`config.mk`:
```
export PLATFORM = sky130hd
export DESIGN_NAME = xc_sha2_msched
export DESIGN_NICKNAME = d
export VERILOG_FILES = /design/src/rtl/xc_sha2_msched.sv
export SDC_FILE = /design/constraint.sdc
export NUM_CORES = 2
export LEC_CHECK = 0
export CORE_MARGIN = 2
export CORE_UTILIZATION = 59
export DETAILED_ROUTE_END_ITERATION = 12
export HOLD_SLACK_MARGIN = 0.03
export MAX_ROUTING_LAYER = met4
export PLACE_DENSITY = 0.75
export REMOVE_ABC_BUFFERS = 1
export SYNTH_ARGS = -nofsm -noshare
export SYNTH_HDL_FRONTEND = slang
export SYNTH_SLANG_ARGS = --single-unit
```
`constraint.sdc`:
```
create_clock -name g_clk -period 8 [get_ports g_clk]
set_clock_uncertainty 0.05 [all_clocks]
set_input_delay 1.6 -clock g_clk [delete_from_list [all_inputs] [get_ports g_clk]]
set_output_delay 1.6 -clock g_clk [all_outputs]
set_load 0.01 [all_outputs]
```
`src/rtl/xc_sha2_msched.sv`:
```
`default_nettype none
// ============================================================================
//  Module   : xc_sha2_msched
//  Purpose  : SHA-2 message-schedule engine. Loads one 16-word block, then
//             streams W[0..ROUNDS-1] through a self-running 16-word window.
//             XLEN=32 -> SHA-256 (64 rounds), XLEN=64 -> SHA-512 (80 rounds).
//  Revision : 1.0  initial release
// ============================================================================
module xc_sha2_msched #(
    parameter int XLEN = 64
) (
    input  logic            g_clk,
    input  logic            g_resetn,
    input  logic            clear,
    input  logic            ld_valid,
    output logic            ld_ready,
    input  logic [XLEN-1:0] ld_data,
    output logic            out_valid,
    input  logic            out_ready,
    output logic [XLEN-1:0] out_data,
    output logic [6:0]      out_idx,
    output logic            out_last
);

    localparam int         ROUNDS   = (XLEN == 32) ? 64 : 80;
    localparam logic [6:0] LAST_IDX = 7'(ROUNDS - 1);

    localparam logic [0:0] ST_LOAD = 1'b0;
    localparam logic [0:0] ST_RUN  = 1'b1;

    // Only the two SHA-2 word widths have defined sigma functions.
    generate
        if (XLEN != 32 && XLEN != 64) begin : g_bad_xlen
            $error("xc_sha2_msched: XLEN must be 32 or 64");
        end
    endgenerate

    function automatic logic [XLEN-1:0] ror(input logic [XLEN-1:0] x, input int n);
        return (x >> n) | (x << (XLEN - n));
    endfunction

    function automatic logic [XLEN-1:0] sigma0(input logic [XLEN-1:0] x);
        if (XLEN == 32) return ror(x, 7) ^ ror(x, 18) ^ (x >> 3);
        else            return ror(x, 1) ^ ror(x, 8)  ^ (x >> 7);
    endfunction

    function automatic logic [XLEN-1:0] sigma1(input logic [XLEN-1:0] x);
        if (XLEN == 32) return ror(x, 17) ^ ror(x, 19) ^ (x >> 10);
        else            return ror(x, 19) ^ ror(x, 61) ^ (x >> 6);
    endfunction

    logic [0:0]      state_q, state_d;
    logic [3:0]      lcnt_q,  lcnt_d;
    logic [6:0]      t_q,     t_d;
    logic [XLEN-1:0] win_q [16];
    logic [XLEN-1:0] win_d [16];

    logic            w_ld_hs;
    logic            w_out_hs;
    logic [XLEN-1:0] w_next;

    // Window slot k holds W[t+k], so W[t+16] uses slots 14, 9, 1 and 0.
    assign w_next   = sigma1(win_q[14]) + win_q[9] + sigma0(win_q[1]) + win_q[0];
    assign w_ld_hs  = ld_valid  && (state_q == ST_LOAD);
    assign w_out_hs = out_ready && (state_q == ST_RUN);

    assign ld_ready  = (state_q == ST_LOAD);
    assign out_valid = (state_q == ST_RUN);
    assign out_data  = out_valid ? win_q[0] : '0;
    assign out_idx   = t_q;
    assign out_last  = out_valid && (t_q == LAST_IDX);

    // Next-state: clear wins over any handshake; load fills, run shifts.
    always_comb begin
        state_d = state_q;
        lcnt_d  = lcnt_q;
        t_d     = t_q;
        win_d   = win_q;
        if (clear) begin
            state_d = ST_LOAD;
            lcnt_d  = 4'd0;
            t_d     = 7'd0;
        end else if (w_ld_hs) begin
            win_d[lcnt_q] = ld_data;
            if (lcnt_q == 4'd15) begin
                state_d = ST_RUN;
                lcnt_d  = 4'd0;
                t_d     = 7'd0;
            end else begin
                lcnt_d = lcnt_q + 4'd1;
            end
        end else if (w_out_hs) begin
            for (int i = 0; i < 15; i++) begin
                win_d[i] = win_q[i + 1];
            end
            win_d[15] = w_next;
            if (t_q == LAST_IDX) begin
                state_d = ST_LOAD;
                t_d     = 7'd0;
            end else begin
                t_d = t_q + 7'd1;
            end
        end
    end

    // State registers; reset additionally zeroes the window.
    always_ff @(posedge g_clk) begin
        if (!g_resetn) begin
            state_q <= ST_LOAD;
            lcnt_q  <= 4'd0;
            t_q     <= 7'd0;
            for (int i = 0; i < 16; i++) begin
                win_q[i] <= '0;
            end
        end else begin
            state_q <= state_d;
            lcnt_q  <= lcnt_d;
            t_q     <= t_d;
            win_q   <= win_d;
        end
    end

endmodule
`default_nettype wire

```
==> metrics <==
Seq/Total Area, Yosys 38.79%; final setup margin 2.740 ns; worst-margin pin slew approximately 1.2 ns; Initial DRT Pass Iterations 8; Synth Area in Simple Gates 10.83%; busiest grt layer met2; routability cong. about 1; clock-pin transition on the worst setup and hold timing paths 0.06 ns; via count between 40k and 50k; final slew viol count 0; critical path class flop to flop; Area growth syn-to-layout 7.852%; post-synthesis xor/xnor area fraction under 10%; H-tree lvl count 3; Initial DRC Count 4770; ys async rst share 0%; Chip Height roughly 310 um; Die Width just over 300 um; Synth cell types just under 70; clk sinks around 1.0k; Row Count 110; synth cell count leaders a21oi_1, nand2_1, dfxtp_1; share of layout cells above drive strength 1 4.435%; pre-CTS worst setup slack a little under 3 ns; outcome completed; Synth area leaders dfxtp_1, o211a_1, a21oi_1; Synth area leader dfxtp_1; I/O pin total 143; synthesized flop and latch total 1036; post-synth top area share 38.79%; met3 GRT Util 3.936%; post-synthesis adder-cell area fraction roughly 6.3%; Post-synth EDFFs 0; CTS tree yes; Primary FF master, synth dfxtp_1; RSZ-0062 raised after global routing false; vias in the first global route 41.33k; Switch Pwr 4166 uW; Final Hold Vio Count 0; Worst Hold Class flop to flop; share of power burned in registers 41.7%; Final ANT Viol Nets 0; post-layout util between 60 and 70%; GRT Total Usage 32.70%; Max rail drop VDD about 180 uV; CP Launch Type flop; Mapped Area 53460 um^2; total wire length approximately 150000 um; ant diodes 0; Final period util 65.76%; gr ovfl total 0; CTS Hold Bufs 0; Internal 9348 uW; sw frac 30.83%; Comb pwr share 21.5%; WP data required 8.51 ns; Clk network pwr share a little under two fifths; fmax 190.1 MHz; Final TNS setup 0 ns; Worst Setup End Kind flop; Design Area, Final 57660 um^2; M2 GR Usage 51.44%; met1 Use GR 44.49%; crit path DAT 5.77 ns; Slew headroom between 10% and 20%; syn_area_per_cell 8.517 um^2; Hold WS 0.4462 ns; post-synthesis compound-gate area fraction between 30% and 40%; multi-input logic area 29010 um^2; final setup violating endpoints 0; Post-CTS Setup Repair Bufs 0; Cell Area, Placed 54180 um^2; Max Cap Viol 0; Fillers ~7.6k; global-route wire length before repair roughly 240000 um; Tmin final 5.260 ns; CP Max Fanout 5; multiplexer share of the synthesized area less than 1%; Buffers on Ports 142; DRC 0; Post-Syn Instances roughly 6.3k; DR WL/cell approximately 21 um; Pwr Density 234.4 nW/um^2; most frequent cell after synthesis a21oi_1; # nets final 6088; Worst-Skew Late Latency 0.70 ns; largest net degree at the start of global routing 203; largest family of logic cells by synthesized area compound AO/OA/AOI/OAI gates; Max Root-Sink Buffers 3; TritonCTS Buffers 109; clock root buffer clkbuf_16; # resized after CTS 0; register area just over 20000 um^2; Placeable Area 89870 um^2; via-per-instance ratio between 6 and 7; Pleak approximately 0.032 uW; hpwl dp 99960 um; Die ar. 93040 um^2; initial antenna violation count 1; yosys warns 0; Initial Util around 59%
==> cell type report <==
type / count / area share, %
clock buffers: 164 / 5.562
clock inverters: 30 / 0.4796
inverters: 268 / 1.745
multi-input cells: 4215 / 50.31
flip-flops and latches: 1036 / 35.97
well taps: 1176 / 2.552
repair buffers: 195 / 3.381
==> layer usage <==
layer	vias to the layer above	share of wire [%]
met1	22120	44
met3	234	6.6
met5	-	0
met2	1525	47
met4	0	2.6
li1	20810	-
==> sequential cells by signal, summed over array words and instances (netlist names) <==
register / flops
lcnt_q: 4
out_idx: 7
out_valid: 1
win_q: 1024
==> worst max-delay path, stage by stage (launching register included) <==
cell      delay [ns]
dfxtp_1         0.52
xor2_1          0.20
xnor2_1         0.19
fa_1            0.46
inv_1           0.09
fa_1            0.42
ha_1            0.25
fa_1            0.49
nand3_1         0.14
a21oi_2         0.10
o31a_1          0.30
o211ai_1        0.50
a21oi_1         0.18
nor3_2          0.36
o21bai_1        0.19
a221oi_1        0.41
mux2i_1         0.22
nor2_1          0.06
==> cells in the final DEF, fill, tap and decap left out, types with 4 or more instances in the layout <==
master           instances
o21bai_1                20
ha_1                    68
clkbuf_8                23
dfxtp_1               1036
clkbuf_1                30
o211a_1                960
buf_12                  10
nand4_1                 30
o21a_1                  13
nand2_1               1037
a211oi_1                 9
inv_1                  267
and3_1                   5
a221oi_1                48
clkbuf_16              111
xor2_1                 121
o21ai_1                 12
a31oi_1                  5
and2_1                  69
o31ai_1                  6
a21oi_1               1088
o211ai_1                11
fa_1                   126
mux2i_1                  4
nor2b_1                 11
nand3_1                 20
clkinv_2                17
buf_4                   43
nor3b_1                 25
xnor2_1                182
o21ai_0                 60
nor2_4                  13
nor3_1                   8
nand2b_1                 8
a21o_1                  34
clkdlybuf4s50_1        141
nor2_1                 161
==> kinds of logic (layout without fill, tap and decap cells) <==
family / after synthesis / count (layout)
XOR/XNOR: 303 / 303
adder cells (fa/ha/maj): 194 / 194
AO/OA/AOI/OAI: 2307 / 2307
AND/OR/NAND/NOR: 1407 / 1407
multiplexers: 4 / 4
flip-flops: 1036 / 1036
buffers and inverters: 1026 / 657
==> worst paths after layout <==
check	start	to	slack, ns	cells past startpoint
worst max register to register	win_q[84]	win_q[63]	2.74	17
worst min-delay path	win_q[541]	win_q[541]	0.45	1
worst max-delay path	win_q[84]	win_q[63]	2.74	17
worst min register to register	win_q[541]	win_q[541]	0.45	1
==> power by group through the flow <==
stage / Clock (uW) / Combinational, uW / Sequential (uW)
final: 4970 / 2910 / 5630
after global placement: 0 / 2830 / 5720
after global routing: 5240 / 3200 / 5650
after detailed placement: 0 / 2850 / 5740
after floorplan: 0 / 2120 / 5660
after CTS: 5020 / 2870 / 5620
==> through the flow <==
step	power, uW	cells
2_1_floorplan	7779	5519
3_3_place_gp	8550	6890
3_5_place_dp	8587	6890
4_1_cts	13520	7084
5_1_grt	14100	7084
6_report	13510	7084
(Power assumes the default switching activity.)
